**src/rtl/cap_code_sequencer_pkg.sv**
```systemverilog
// Shared types and defaults for the capacitor code sequencer: state encoding,
// code width and default timing constants.
package cap_code_sequencer_pkg;

  localparam int unsigned QCM_CODE_WIDTH   = 7;
  localparam int unsigned DefSyncStages    = 2;
  localparam int unsigned DefStableCycles  = 16;
  localparam int unsigned DefDeadCycles    = 64;
  localparam int unsigned DefMinDwell      = 256;

  typedef enum logic [2:0] {
    StIdle    = 3'd0,
    StQualify = 3'd1,
    StBreak   = 3'd2,
    StDead    = 3'd3,
    StMake    = 3'd4,
    StHold    = 3'd5
  } seq_state_e;

endpackage

```
**src/rtl/cap_code_sync.sv**
```systemverilog
// Multi-flop synchronizer for the asynchronous backplane code and its ready bit.
module cap_code_sync #(
  parameter int unsigned WIDTH       = 7,
  parameter int unsigned SYNC_STAGES = 2
) (
  input  logic             i_clk,
  input  logic             i_rst,
  input  logic [WIDTH-1:0] i_code,
  input  logic             i_enable,
  output logic [WIDTH-1:0] o_code,
  output logic             o_en
);

  logic [WIDTH:0] r_sync [SYNC_STAGES];

  always_ff @(posedge i_clk) begin
    if (i_rst) begin
      for (int i = 0; i < SYNC_STAGES; i++) begin
        r_sync[i] <= '0;
      end
    end else begin
      r_sync[0] <= {i_enable, i_code};
      for (int i = 1; i < SYNC_STAGES; i++) begin
        r_sync[i] <= r_sync[i-1];
      end
    end
  end

  assign {o_en, o_code} = r_sync[SYNC_STAGES-1];

endmodule

```
**src/rtl/cap_code_sequencer.sv**
```systemverilog
// Qualifies a synchronized tuning code and applies it to the capacitor switches
// with break-before-make sequencing and a minimum dwell after every change.
module cap_code_sequencer
  import cap_code_sequencer_pkg::*;
#(
  parameter int unsigned WIDTH         = QCM_CODE_WIDTH,
  parameter int unsigned SYNC_STAGES   = DefSyncStages,
  parameter int unsigned STABLE_CYCLES = DefStableCycles,
  parameter int unsigned DEAD_CYCLES   = DefDeadCycles,
  parameter int unsigned MIN_DWELL     = DefMinDwell
) (
  input  logic             clk,
  input  logic             rst,
  input  logic [WIDTH-1:0] code_in,
  input  logic             enable_in,
  output logic [WIDTH-1:0] caps_out,
  output logic [WIDTH-1:0] applied_code,
  output logic             busy,
  output logic             done
);

  localparam int unsigned StabW  = $clog2(STABLE_CYCLES + 1);
  localparam int unsigned DeadW  = $clog2(DEAD_CYCLES + 1);
  localparam int unsigned DwellW = $clog2(MIN_DWELL + 1);

  localparam logic [StabW-1:0]  StabLast  = StabW'(STABLE_CYCLES - 1);
  localparam logic [DeadW-1:0]  DeadLoad  = DeadW'(DEAD_CYCLES);
  localparam logic [DwellW-1:0] DwellLoad = DwellW'(MIN_DWELL);

  logic [WIDTH-1:0]  w_code_s;
  logic              w_en_s;

  seq_state_e        r_state, w_state_nxt;
  logic [WIDTH-1:0]  r_cand, w_cand_nxt;
  logic [WIDTH-1:0]  r_target, w_target_nxt;
  logic [WIDTH-1:0]  r_caps, w_caps_nxt;
  logic [WIDTH-1:0]  r_applied, w_applied_nxt;
  logic              r_done, w_done_nxt;
  logic [StabW-1:0]  r_stab_cnt, w_stab_nxt;
  logic [DeadW-1:0]  r_dead_cnt, w_dead_nxt;
  logic [DwellW-1:0] r_dwell_cnt, w_dwell_nxt;
  logic              w_go_break, w_go_make;
  logic [WIDTH-1:0]  w_break_code;

  cap_code_sync #(
    .WIDTH       (WIDTH),
    .SYNC_STAGES (SYNC_STAGES)
  ) u_sync (
    .i_clk    (clk),
    .i_rst    (rst),
    .i_code   (code_in),
    .i_enable (enable_in),
    .o_code   (w_code_s),
    .o_en     (w_en_s)
  );

  always_comb begin
    w_state_nxt   = r_state;
    w_cand_nxt    = r_cand;
    w_target_nxt  = r_target;
    w_caps_nxt    = r_caps;
    w_applied_nxt = r_applied;
    w_done_nxt    = 1'b0;
    w_stab_nxt    = r_stab_cnt;
    w_dead_nxt    = r_dead_cnt;
    w_dwell_nxt   = r_dwell_cnt;
    w_go_break    = 1'b0;
    w_go_make     = 1'b0;
    w_break_code  = r_cand;

    case (r_state)
      StIdle: begin
        if (w_en_s && (w_code_s != r_applied)) begin
          w_cand_nxt = w_code_s;
          w_stab_nxt = StabW'(1);
          if (STABLE_CYCLES == 1) begin
            w_go_break   = 1'b1;
            w_break_code = w_code_s;
          end else begin
            w_state_nxt = StQualify;
          end
        end
      end
      StQualify: begin
        if (!w_en_s) begin
          w_state_nxt = StIdle;
        end else if (w_code_s != r_cand) begin
          w_cand_nxt = w_code_s;
          w_stab_nxt = StabW'(1);
        end else begin
          w_stab_nxt = r_stab_cnt + 1'b1;
          if (r_stab_cnt == StabLast) begin
            w_go_break = 1'b1;
          end
        end
      end
      StBreak: begin
        // caps_out already equals applied_code before the break, so this is the removal mask.
        if ((r_applied & ~r_target) == '0) begin
          w_go_make = 1'b1;
        end else begin
          w_dead_nxt  = DeadLoad;
          w_state_nxt = StDead;
        end
      end
      StDead: begin
        if (r_dead_cnt == DeadW'(1)) begin
          w_go_make = 1'b1;
        end else begin
          w_dead_nxt = r_dead_cnt - 1'b1;
        end
      end
      StMake: begin
        w_dwell_nxt = DwellLoad;
        w_state_nxt = StHold;
      end
      StHold: begin
        if (r_dwell_cnt == DwellW'(1)) begin
          w_state_nxt = StIdle;
        end else begin
          w_dwell_nxt = r_dwell_cnt - 1'b1;
        end
      end
      default: w_state_nxt = StIdle;
    endcase

    // Outputs are registered, so the break/make actions land on the edge entering the state.
    if (w_go_break) begin
      w_state_nxt  = StBreak;
      w_target_nxt = w_break_code;
      w_caps_nxt   = r_caps & w_break_code;
    end
    if (w_go_make) begin
      w_state_nxt   = StMake;
      w_caps_nxt    = r_target;
      w_applied_nxt = r_target;
      w_done_nxt    = 1'b1;
    end
  end

  always_ff @(posedge clk) begin
    if (rst) begin
      r_state     <= StIdle;
      r_cand      <= '0;
      r_target    <= '0;
      r_caps      <= '0;
      r_applied   <= '0;
      r_done      <= 1'b0;
      r_stab_cnt  <= '0;
      r_dead_cnt  <= '0;
      r_dwell_cnt <= '0;
    end else begin
      r_state     <= w_state_nxt;
      r_cand      <= w_cand_nxt;
      r_target    <= w_target_nxt;
      r_caps      <= w_caps_nxt;
      r_applied   <= w_applied_nxt;
      r_done      <= w_done_nxt;
      r_stab_cnt  <= w_stab_nxt;
      r_dead_cnt  <= w_dead_nxt;
      r_dwell_cnt <= w_dwell_nxt;
    end
  end

  assign caps_out     = r_caps;
  assign applied_code = r_applied;
  assign busy         = (r_state != StIdle);
  assign done         = r_done;

endmodule

```
**config.mk**
```make
export PLATFORM = sky130hd
export DESIGN_NAME = cap_code_sequencer
export DESIGN_NICKNAME = d
export VERILOG_FILES = /design/src/rtl/cap_code_sequencer_pkg.sv /design/src/rtl/cap_code_sync.sv /design/src/rtl/cap_code_sequencer.sv
export SDC_FILE = /design/constraint.sdc
export NUM_CORES = 1
export LEC_CHECK = 0
export CAP_MARGIN = 15
export CORE_MARGIN = 2
export CORE_UTILIZATION = 40
export CTS_CLUSTER_DIAMETER = 50
export DETAILED_ROUTE_END_ITERATION = 10
export SLEW_MARGIN = 20
export SYNTH_ARGS = -nofsm -noshare
export SYNTH_HDL_FRONTEND = slang
export SYNTH_SLANG_ARGS = --single-unit
export TNS_END_PERCENT = 1
```
**constraint.sdc**
```tcl
create_clock -name clk -period 2.4 [get_ports clk]
set_input_delay 0.48 -clock clk [delete_from_list [all_inputs] [get_ports clk]]
set_output_delay 0.48 -clock clk [all_outputs]
set_load 0.005 [all_outputs]
```
==> qor.txt, run 1 <==
GP Congestion -> 0.820
Largest net degree at the start of global routing -> 53
Leading area contributor after synthesis -> dfxtp_1
Flop-to-flop setup slack -> 0.15 ns
Starting Density -> 0.416
LEAKAGE -> 1.36 nW
Post-route ant nets -> 0
Bufs on Longest Clock Path -> 2
Cells after Synth -> 341
GRT met2 Usage -> 0.269
P per Cell Area -> 642 nW/um^2
Clk_lat worst skew -> 0.35 ns
Reg2reg end -> r_target[2]
Tcrit/Tclk final -> 0.938
Post-synth top cells -> dfxtp_1 (69), nand2_1 (29), nor2_1 (29)
Crit path from -> r_state[2]
Die area -> 8300 um^2
Worst relative slew slack -> 0.519
Worst stage delay on the critical path -> 0.59 ns
Area Growth Syn to Fin -> 20.1%
Hold crit path type -> register to register
Synth Flop Type -> dfxtp_1
WL/cell -> 13.8 um
CTS tree -> done
Overflow after GRT -> 0
Non-filler cells, final -> 476
Post-Synthesis Cell Area -> 3030 um^2
DR vias/cell -> 5.20
DR vias -> 2474
Ys Warns -> 0
TritonRoute pass-1 iters -> 4
Final setup violation count -> 0
Required time of the critical path -> 2.62 ns
Max-cap check violation count -> 0
Post-synth cell types -> 44
Clock sinks -> 69
Syn Area/Cell -> 8.90 um^2
Final setup skew -> 0.00700 ns
WL final -> 6.57 mm
Critical Path Source Type -> register
Grt peak-use layer -> met2
Reg clk slew, reported paths -> 0.08 ns
GRT Resource Usage Total -> 0.168
Hold Buf Count CTS -> 0
Inserted Clock Buffers -> 9
Core region area -> 7290 um^2
Critical path's slowest cell -> or4b_4
CP cell instances -> or3b_1 -> or4b_4 -> nor3_4 -> mux2i_1 -> nor2_1
Status -> finished, final reports clean
Initial antenna violation count -> 0
Final Hold Vio Count -> 0
GR Util met3 -> 0.0539
# H-tree levels -> 3
Net Count, Synth -> 357
Placed insts -> 460
Most frequent cell after synthesis -> dfxtp_1
Port Buffers -> 25
ANT cells -> 0
Clock period minus worst slack -> 2.25 ns
Pwr Total -> 2.34 mW
First-pass GRT wire length -> 11.2 mm
Initial DRC Count -> 86
Number of post-CTS setup repair buffers -> 0
Die Ht -> 91.1 um
Row Count -> 31
Worst Path Arrival -> 2.47 ns
Max-slew violation count -> 0
Post-synth EDFFs -> 0
Crit path kind -> register to register
Delay-heaviest family, CP -> simple AND/OR/NAND/NOR gates
Worst Path Max Fanout -> 8
Gates resized, CTS repair -> 0
IO Pins -> 26
Post-synth ARST share -> 0
Final HPWL DP -> 4.62 mm
RSZ-0062 raised after global routing -> no
CP bufs+invs -> 0
Worst slew pin tran -> 0.720 ns
Sequential element share of the synthesized area -> 0.455
Max Freq -> 444 MHz
Fraction of layout cells with a size suffix above 1 -> 0.0902
Synth area leaders -> dfxtp_1 (46%), mux2i_1 (4.9%), nor2b_1 (3.7%)
Flops & latches, synth -> 69
Worst r2r path cells -> 5
Met1 usage -> 0.218
Vias in the first global route -> 2291
CP endpoint kind -> register
Fin nets -> 388
Post-synth top area share -> 0.455
Die W -> 91.1 um
Clk Tree Root Cell -> clkbuf_8
DRC viols -> 0
Setup TNS -> 0 ns
FF-to-FF Start -> r_state[2]
Critical Path Stages -> 5
Critical path endpoint -> r_target[2]
Max VDD drop -> 0.393 mV
-- cell type report --
type                    instances  area (um^2)
repair buffers                 34          313
fillers                       715         3650
flip-flops and latches         69         1380
clock buffers                   9          124
clock inverters                 7          104
multi-input cells             244         1550
inverters                      14         52.6
well taps                      99          124
-- layout by cell type (no fill, tap or decap), drive strengths merged, types with 10 or more instances in the layout --
cell type	netlist	final
nand2	29	29
nor2b	18	18
xor2	11	11
dfxtp	69	69
buf	1	10
mux2i	15	15
a21oi	18	18
inv	14	17
nand3	14	14
nor2	30	30
clkdlybuf4s50	0	24
o21ai	15	15
-- sequential cells by signal (all words and copies together) (netlist names) --
register and cells:
r_state 3, u_sync.r_sync 16, r_dead_cnt 7, r_target 7, done 1, applied_code 7
caps_out 7, r_cand 7, r_stab_cnt 5, r_dwell_cnt 9
-- metal layers --
layer / routed length, um / vias up / part of all wire
li1: - / 1265 / -
met2: 3030 / 44 / 0.46
met1: 3190 / 1157 / 0.49
met3: 273 / 8 / 0.042
met4: 77 / 0 / 0.012
met5: 0 / - / 0
-- worst register-to-register path: cells and delay by family, from the launching register on --
family,cells,cell delay [ns]
mux,1,0.25
flops,1,0.36
simple gates,4,1.52
-- power breakdown --
group | switching (mW) | total, mW | internal (mW)
Combinational | 0.0511 | 0.0925 | 0.0414
Clock | 0.478 | 1.08 | 0.599
Sequential | 0.0104 | 1.17 | 1.16
-- stage by stage --
| step | util | hold slack [ns] | cell area, um^2 | setup slack [ns] |
|---|---|---|---|---|
| 2_1_floorplan | - | 0.414 | 3030 | 0.358 |
| 3_3_place_gp | 0.469 | 0.417 | 3420 | 0.218 |
| 3_5_place_dp | 0.469 | 0.422 | 3420 | 0.149 |
| 4_1_cts | 0.500 | 0.442 | 3640 | 0.138 |
| 5_1_grt | 0.500 | 0.459 | 3640 | 0.0387 |
| 6_report | 0.500 | 0.437 | 3640 | 0.150 |
-- worst min path at each step --
stage                         from              endpoint  slack (ns)  cells after the start
2_1_floorplan  u_sync.r_sync[0][2]  u_sync.r_sync[0][10]        0.41                      1
3_3_place_gp   u_sync.r_sync[0][2]  u_sync.r_sync[0][10]        0.42                      1
3_5_place_dp   u_sync.r_sync[0][3]  u_sync.r_sync[0][11]        0.42                      1
4_1_cts        u_sync.r_sync[0][3]  u_sync.r_sync[0][11]        0.44                      1
5_1_grt        u_sync.r_sync[0][4]  u_sync.r_sync[0][12]        0.46                      1
6_report       u_sync.r_sync[0][3]  u_sync.r_sync[0][11]        0.44                      1
-- cell families (layout without fill, tap and decap cells) --
kind of cell / after synthesis / in the layout / synth area share
AOI/OAI and AO/OA: 60 / 60 / 0.129
buffers and inverters: 28 / 64 / 0.0351
and+or+nand+nor: 143 / 143 / 0.249
DFF: 69 / 69 / 0.455
xor gates and xnor gates: 20 / 20 / 0.0577
adders and majority gates: 6 / 6 / 0.0247
muxes: 15 / 15 / 0.0495
Power figures use the tool's default switching activity.
==> run 2, diff against run 1 <==
--- a/config.mk
+++ b/config.mk
@@ -5,6 +5,7 @@
 export SDC_FILE = /design/constraint.sdc
 export NUM_CORES = 1
 export LEC_CHECK = 0
+export ABC_AREA = 1
 export CAP_MARGIN = 15
 export CORE_MARGIN = 2
 export CORE_UTILIZATION = 40
==> run 2 against run 1 <==
Against the previous run: clock skew increased by 0.0078 ns; power rose by 78%; maximum frequency up 7.7%; via count increased by 11%; global-route usage decreased by 0.18 points; first-iteration DRC count up 42%; register-to-register slack gained 0.47 ns; largest cell class unchanged.
==> qor.txt, run 2 <==
Flops & latches, synth -> 69 (unchanged)
Status -> finished, final reports clean
First-pass GRT wire length -> 11.8 mm (+5.4%)
Fraction of layout cells with a size suffix above 1 -> 0.0917 (+0.00148)
Die area -> 8820 um^2 (+6.3%)
Area Growth Syn to Fin -> 18.5%
CP endpoint kind -> output pin
Pwr Total -> 4.16 mW (+78%)
CTS tree -> done
Critical path endpoint -> busy
Max reg flops -> 16 (unchanged)
Required time of the critical path -> 1.92 ns (-0.70 ns)
Synth Area in XOR/XNOR -> 0.0514 (-0.00630)
Tcrit/Tclk final -> 0.870 (-0.0674)
Max-slew violation count -> 0 (unchanged)
Commonest cells after routing, fill and taps aside -> nand2_1 (94), inv_1 (70), dfxtp_1 (69), nor2_1 (63), clkdlybuf4s50_1 (25)
Final Hold Vio Count -> 0 (unchanged)
Largest register by flop count -> u_sync.r_sync
Max-cap check violation count -> 0 (unchanged)
Switching Share -> 0.368 (+0.138)
Post-synth ARST share -> 0 (unchanged)
ANT cells -> 0 (unchanged)
Inserted Clock Buffers -> 9 (unchanged)
GRT Resource Usage Total -> 0.167 (-0.00184)
GRT met2 Usage -> 0.252 (-0.0174)
Clk_lat worst skew -> 0.35 ns (about the same)
Ys Warns -> 0 (unchanged)
Hold crit path type -> register to register
Multi-input gate area -> 1500 um^2 (-3.0%)
Synth Area in Compound Gates -> 0.0858 (-0.0428)
Max Freq -> 479 MHz (+7.7%)
Worst Path Arrival -> 1.61 ns (-0.86 ns)
Final HPWL DP -> 4.73 mm (+2.6%)
FF-to-FF Start -> applied_code[3]
IO Pins -> 26 (unchanged)
Syn Area/Cell -> 7.25 um^2 (-18%)
Overflow after GRT -> 0 (unchanged)
Mux contribution to synthesized area -> 0 (-0.0495)
Critical path's slowest cell -> clkdlybuf4s50_1
Largest net degree at the start of global routing -> 25 (-53%)
Net Count, Synth -> 462 (+29%)
Vias in the first global route -> 2604 (+14%)
RSZ-0062 raised after global routing -> no
P_sw -> 1.53 mW (+180%)
Synth Flop Type -> dfxtp_1
Max VDD drop -> 0.544 mV (+39%)
P_int -> 2.63 mW (+46%)
Core region area -> 7770 um^2 (+6.5%)
GP Congestion -> 0.774 (-5.7%)
Initial antenna violation count -> 0 (unchanged)
Reg2reg end -> applied_code[6]
P per Cell Area -> 1080 nW/um^2 (+69%)
Worst relative slew slack -> 0.702 (+0.183)
Worst Path Max Fanout -> 4 (-4)
Reg power frac -> 0.342 (-0.158)
Worst slew pin tran -> 0.446 ns (-0.274 ns)
Synth area leaders -> dfxtp_1 (43%), nand2_1 (11%), inv_1 (8.1%)
Delay-heaviest family, CP -> buffers and inverters
GR Util met3 -> 0.0249 (-0.0291)
Post-synth top area share -> 0.427 (-0.0283)
Sequential element share of the synthesized area -> 0.427 (-0.0283)
Crit path from -> r_state[1]
Post-synth cell types -> 31 (-30%)
Worst stage delay on the critical path -> 0.50 ns (-0.09 ns)
Final Cell Area -> 3830 um^2 (+5.2%)
Worst r2r path cells -> 8 (+3)
Fill count -> 801 (+12%)
Starting Density -> 0.417 (+0.000465)
Critical Path Stages -> 5 (unchanged)
Final setup violation count -> 0 (unchanged)
Commonest non-fill, non-tap cell in the layout -> nand2_1
Clock share of power -> 0.300 (-0.161)
Flop-to-flop setup slack -> 0.62 ns (+0.47 ns)
Critical Path Source Type -> register
Post-synth top cells -> nand2_1 (94), inv_1 (70), dfxtp_1 (69)
Combinational power share -> 0.358 (+0.318)
Port Buffers -> 25 (unchanged)
Sequential cell area -> 1380 um^2 (unchanged)
Largest regs -> u_sync.r_sync: 16 flops, r_dwell_cnt: 9 flops
CP bufs+invs -> 3 (+3)
Row Count -> 32 (+3.2%)
Final hold slack -> 0.402 ns (-0.0354 ns)
Met1 usage -> 0.233 (+0.0156)
Gates resized, CTS repair -> 0 (unchanged)
CP cell instances -> nor2_1 -> inv_1 -> nor2_1 -> inv_1 -> clkdlybuf4s50_1
# H-tree levels -> 3 (unchanged)
Clk Tree Root Cell -> clkbuf_8
Setup TNS -> 0 ns (unchanged)
Fin nets -> 491 (+27%)
Initial DRC Count -> 122 (+42%)
Main combinational cell family by area after synthesis -> simple AND/OR/NAND/NOR gates
WL/cell -> 11.4 um (-17%)
Post-route ant nets -> 0 (unchanged)
Final setup skew -> 0.0148 ns (+0.00779 ns)
Die Ht -> 93.9 um (+3.1%)
Die W -> 93.9 um (+3.1%)
DR vias/cell -> 4.70 (-9.6%)
Clock sinks -> 69 (unchanged)
DP Area -> 3570 um^2 (+4.5%)
Synth Area in Adders -> 0.0232 (-0.00154)
Crit path kind -> register to output pin
DR vias -> 2735 (+11%)
Cells after Synth -> 446 (+31%)
Clock period minus worst slack -> 2.09 ns (-0.162 ns)
Reg clk slew, reported paths -> 0.07 ns (about the same)
DRC viols -> 0 (unchanged)
Post-synth EDFFs -> 0 (unchanged)
WL final -> 6.65 mm (+1.2%)
Bufs on Longest Clock Path -> 2 (unchanged)
Hold Buf Count CTS -> 0 (unchanged)
Post-layout util -> 0.494 (-0.00627)
Grt peak-use layer -> met2
Most frequent cell after synthesis -> nand2_1
Post-synthesis simple-gate area fraction -> 0.303 (+0.0541)
TritonRoute pass-1 iters -> 4 (unchanged)
Leading area contributor after synthesis -> dfxtp_1
Post-Synthesis Cell Area -> 3240 um^2 (+6.6%)
Number of post-CTS setup repair buffers -> 0 (unchanged)
LEAKAGE -> 1.65 nW (+22%)
-- run 2: power groups by stage --
stage | Clock (mW) | Combinational (mW) | Sequential [mW]
global placement | 0 | 1.47 | 1.45
detailed placement | 0 | 1.49 | 1.44
finish | 1.25 | 1.49 | 1.42
floorplan | 0 | 1.24 | 1.41
CTS | 1.27 | 1.50 | 1.42
global route | 1.32 | 1.74 | 1.45
-- run 2: area by class of cell --
type	count	area share
repair buffers	28	0.0711
multi-input cells	290	0.391
clock inverters	6	0.0352
flip-flops and latches	69	0.360
well taps	102	0.0333
inverters	77	0.0754
clock buffers	10	0.0333
-- run 2: worst min path at each step --
| stage | startpoint | end | slack, ns | cells after the start |
|---|---|---|---|---|
| after detailed placement | u_sync.r_sync[0][5] | u_sync.r_sync[0][13] | 0.39 | 2 |
| after global placement | u_sync.r_sync[0][2] | u_sync.r_sync[0][10] | 0.39 | 2 |
| after CTS | u_sync.r_sync[0][5] | u_sync.r_sync[0][13] | 0.40 | 2 |
| after floorplan | u_sync.r_sync[0][2] | u_sync.r_sync[0][10] | 0.39 | 2 |
| after global routing | u_sync.r_sync[0][4] | u_sync.r_sync[0][12] | 0.42 | 2 |
| final | u_sync.r_sync[0][5] | u_sync.r_sync[0][13] | 0.40 | 2 |
-- run 2: per-layer routing --
| layer | wire length [um] | share of wire |
|---|---|---|
| met4 | 113 | 0.017 |
| met2 | 2900 | 0.44 |
| met1 | 3400 | 0.51 |
| met5 | 0 | 0 |
| met3 | 235 | 0.035 |
-- run 2: cells by family (layout without fill, tap and decap cells) --
| logic type | Yosys count | in the layout |
|---|---|---|
| compound gates | 52 | 52 |
| xor+xnor | 19 | 19 |
| fa+ha+maj | 6 | 6 |
| buf+inv | 87 | 121 |
| flops | 69 | 69 |
| simple gates | 213 | 213 |
-- run 2: metrics by stage --
step	worst slack, ns	std cells
2_1_floorplan	0.982	446
3_3_place_gp	0.530	566
3_5_place_dp	0.454	566
4_1_cts	0.286	582
5_1_grt	0.234	582
6_report	0.311	582
-- run 2: worst min-delay path: cells and delay by family, from the launching register on --
kind                   cells  cell delay [ns]
DFF                        1             0.30
buffers and inverters      1             0.04
and+or+nand+nor            1             0.03
==> run 3, diff against run 2 <==
==> constraint.sdc (replaced) <==
create_clock -name clk -period 2.4 [get_ports clk]
set_input_delay 0.48 -clock clk [delete_from_list [all_inputs] [get_ports clk]]
set_output_delay 0.48 -clock clk [all_outputs]
set_load 0.1 [all_outputs]
==> run 3 against run 2 <==
Against the previous run: sequential power barely moved; utilization decreased by 1.1 points; final cell count fell by 0.17%; highest routed layer unchanged.
==> qor.txt, run 3 (synthesis results as in run 2) <==
Status -> finished, final reports clean
Worst Path Max Fanout -> 12 (+8)
Hold Buf Count CTS -> 0 (unchanged)
Initial DRC Count -> 133 (+9.0%)
Critical Path Source Type -> register
Clk Tree Root Cell -> clkbuf_8
Switching Share -> 0.412 (+0.0442)
Worst slew pin tran -> 0.538 ns (+0.0918 ns)
P_int -> 2.42 mW (-7.8%)
Vias in the first global route -> 2543 (-2.3%)
RSZ-0062 raised after global routing -> no
Worst stage delay on the critical path -> 0.43 ns (-0.07 ns)
Required time of the critical path -> 2.68 ns (+0.76 ns)
Area Growth Syn to Fin -> 15.9%
Number of post-CTS setup repair buffers -> 0 (unchanged)
Critical path's slowest cell -> nor2_2
Final HPWL DP -> 4.72 mm (-0.18%)
Max-cap check violation count -> 0 (unchanged)
Bufs on Longest Clock Path -> 2 (unchanged)
P_sw -> 1.70 mW (+11%)
GRT Resource Usage Total -> 0.167 (+0.000395)
Final setup violation count -> 0 (unchanged)
Max reg flops -> 16 (unchanged)
Post-route ant nets -> 0 (unchanged)
Fin nets -> 490 (-0.20%)
Final setup skew -> 0.0122 ns (-0.00255 ns)
Die Ht -> 93.9 um (unchanged)
DR vias -> 2670 (-2.4%)
Largest register by flop count -> u_sync.r_sync
P per Cell Area -> 1100 nW/um^2 (+1.3%)
Largest net degree at the start of global routing -> 31 (+24%)
Setup TNS -> 0 ns (unchanged)
IO Pins -> 26 (unchanged)
Largest regs -> u_sync.r_sync: 16 flops, r_dwell_cnt: 9 flops
Overflow after GRT -> 0 (unchanged)
Die W -> 93.9 um (unchanged)
Clock period minus worst slack -> 1.90 ns (-0.189 ns)
Crit path kind -> register to register
Die area -> 8820 um^2 (unchanged)
Worst relative slew slack -> 0.641 (-0.0613)
CTS tree -> done
# H-tree levels -> 3 (unchanged)
Worst Path Arrival -> 2.18 ns (+0.57 ns)
Clk_lat worst skew -> 0.35 ns (about the same)
TritonRoute pass-1 iters -> 5 (+1)
Reg clk slew, reported paths -> 0.09 ns (+0.02 ns)
Commonest cells after routing, fill and taps aside -> nand2_1 (94), inv_1 (70), dfxtp_1 (69), nor2_1 (63), a21oi_1 (21)
Hold crit path type -> register to register
Clock share of power -> 0.265 (-0.035)
GP Congestion -> 0.842 (+8.8%)
Clock sinks -> 69 (unchanged)
DR vias/cell -> 4.60 (-2.2%)
Combinational power share -> 0.390 (+0.032)
Fill count -> 777 (-3.0%)
Initial antenna violation count -> 0 (unchanged)
Max-slew violation count -> 0 (unchanged)
Inserted Clock Buffers -> 9 (unchanged)
DRC viols -> 0 (unchanged)
Final Hold Vio Count -> 0 (unchanged)
Multi-input gate area -> 1500 um^2 (unchanged)
WL/cell -> 11.3 um (-1.3%)
Gates resized, CTS repair -> 0 (unchanged)
WL final -> 6.55 mm (-1.5%)
Tcrit/Tclk final -> 0.792 (-0.0786)
First-pass GRT wire length -> 11.7 mm (-0.76%)
Final hold slack -> 0.399 ns (-0.00334 ns)
Max VDD drop -> 0.537 mV (-1.3%)
Commonest non-fill, non-tap cell in the layout -> nand2_1
Fraction of layout cells with a size suffix above 1 -> 0.125 (+0.0336)
Core region area -> 7770 um^2 (unchanged)
LEAKAGE -> 1.67 nW (+1.2%)
CP cell instances -> inv_1 -> o21ai_0 -> nor2_2 -> nand2_2 -> nand2_4 -> nor2_2 -> inv_1 -> o22ai_1
Starting Density -> 0.417 (unchanged)
ANT cells -> 0 (unchanged)
Port Buffers -> 25 (unchanged)
Max Freq -> 526 MHz (+9.9%)
CP endpoint kind -> register
Row Count -> 32 (unchanged)
Reg power frac -> 0.345 (+0.003)
Sequential cell area -> 1380 um^2 (unchanged)
==> run 3: critical path: cells and delay by family, from the launching register on <==
kind	cells	cell delay (ns)
compound gates	2	0.44
buf+inv	2	0.27
flops	1	0.39
simple gates	4	0.72
==> run 3: area by class of cell <==
type,instances,area share
clock buffer,9,0.0330
clock inverter,7,0.0277
inverter,77,0.0771
multi-input combinational,290,0.400
sequential,69,0.368
tap,102,0.0340
timing repair buffer,27,0.0600
==> run 3: path summary, 6_finish.rpt <==
check	startpoint	endpoint	slack [ns]	cells after the start
setup / recovery	applied_code[3]	applied_code[6]	0.50	8
hold / removal	u_sync.r_sync[0][2]	u_sync.r_sync[0][10]	0.40	2
setup reg to reg	applied_code[3]	applied_code[6]	0.50	8
hold reg to reg	u_sync.r_sync[0][2]	u_sync.r_sync[0][10]	0.40	2
==> run 3: metrics by stage <==
stage	cells	worst slack, ns	area, um^2	utilization	power (mW)
final	581	0.500	3750	0.483	4.12
after global routing	581	0.325	3750	0.483	4.48
after CTS	581	0.503	3750	0.483	4.16
after detailed placement	565	0.462	3520	0.454	3.06
after global placement	565	0.532	3520	0.454	3.04
after floorplan	446	0.357	3240	-	2.78
==> run 3: power by group through the flow <==
stage	registers [mW]	clock network, mW	logic, mW
2_1_floorplan	1.44	0	1.34
3_3_place_gp	1.45	0	1.60
3_5_place_dp	1.45	0	1.61
4_1_cts	1.42	1.12	1.62
5_1_grt	1.44	1.16	1.87
6_report	1.42	1.09	1.61
==> run 3: per-layer routing <==
layer  GRT usage  vias up  routed length (um)
li1            -     1452                   -
met1       0.230     1150                3390
met2       0.257       60                2790
met3      0.0385        8                 280
met4      0.0580        0                  97
met5           0        -                   0
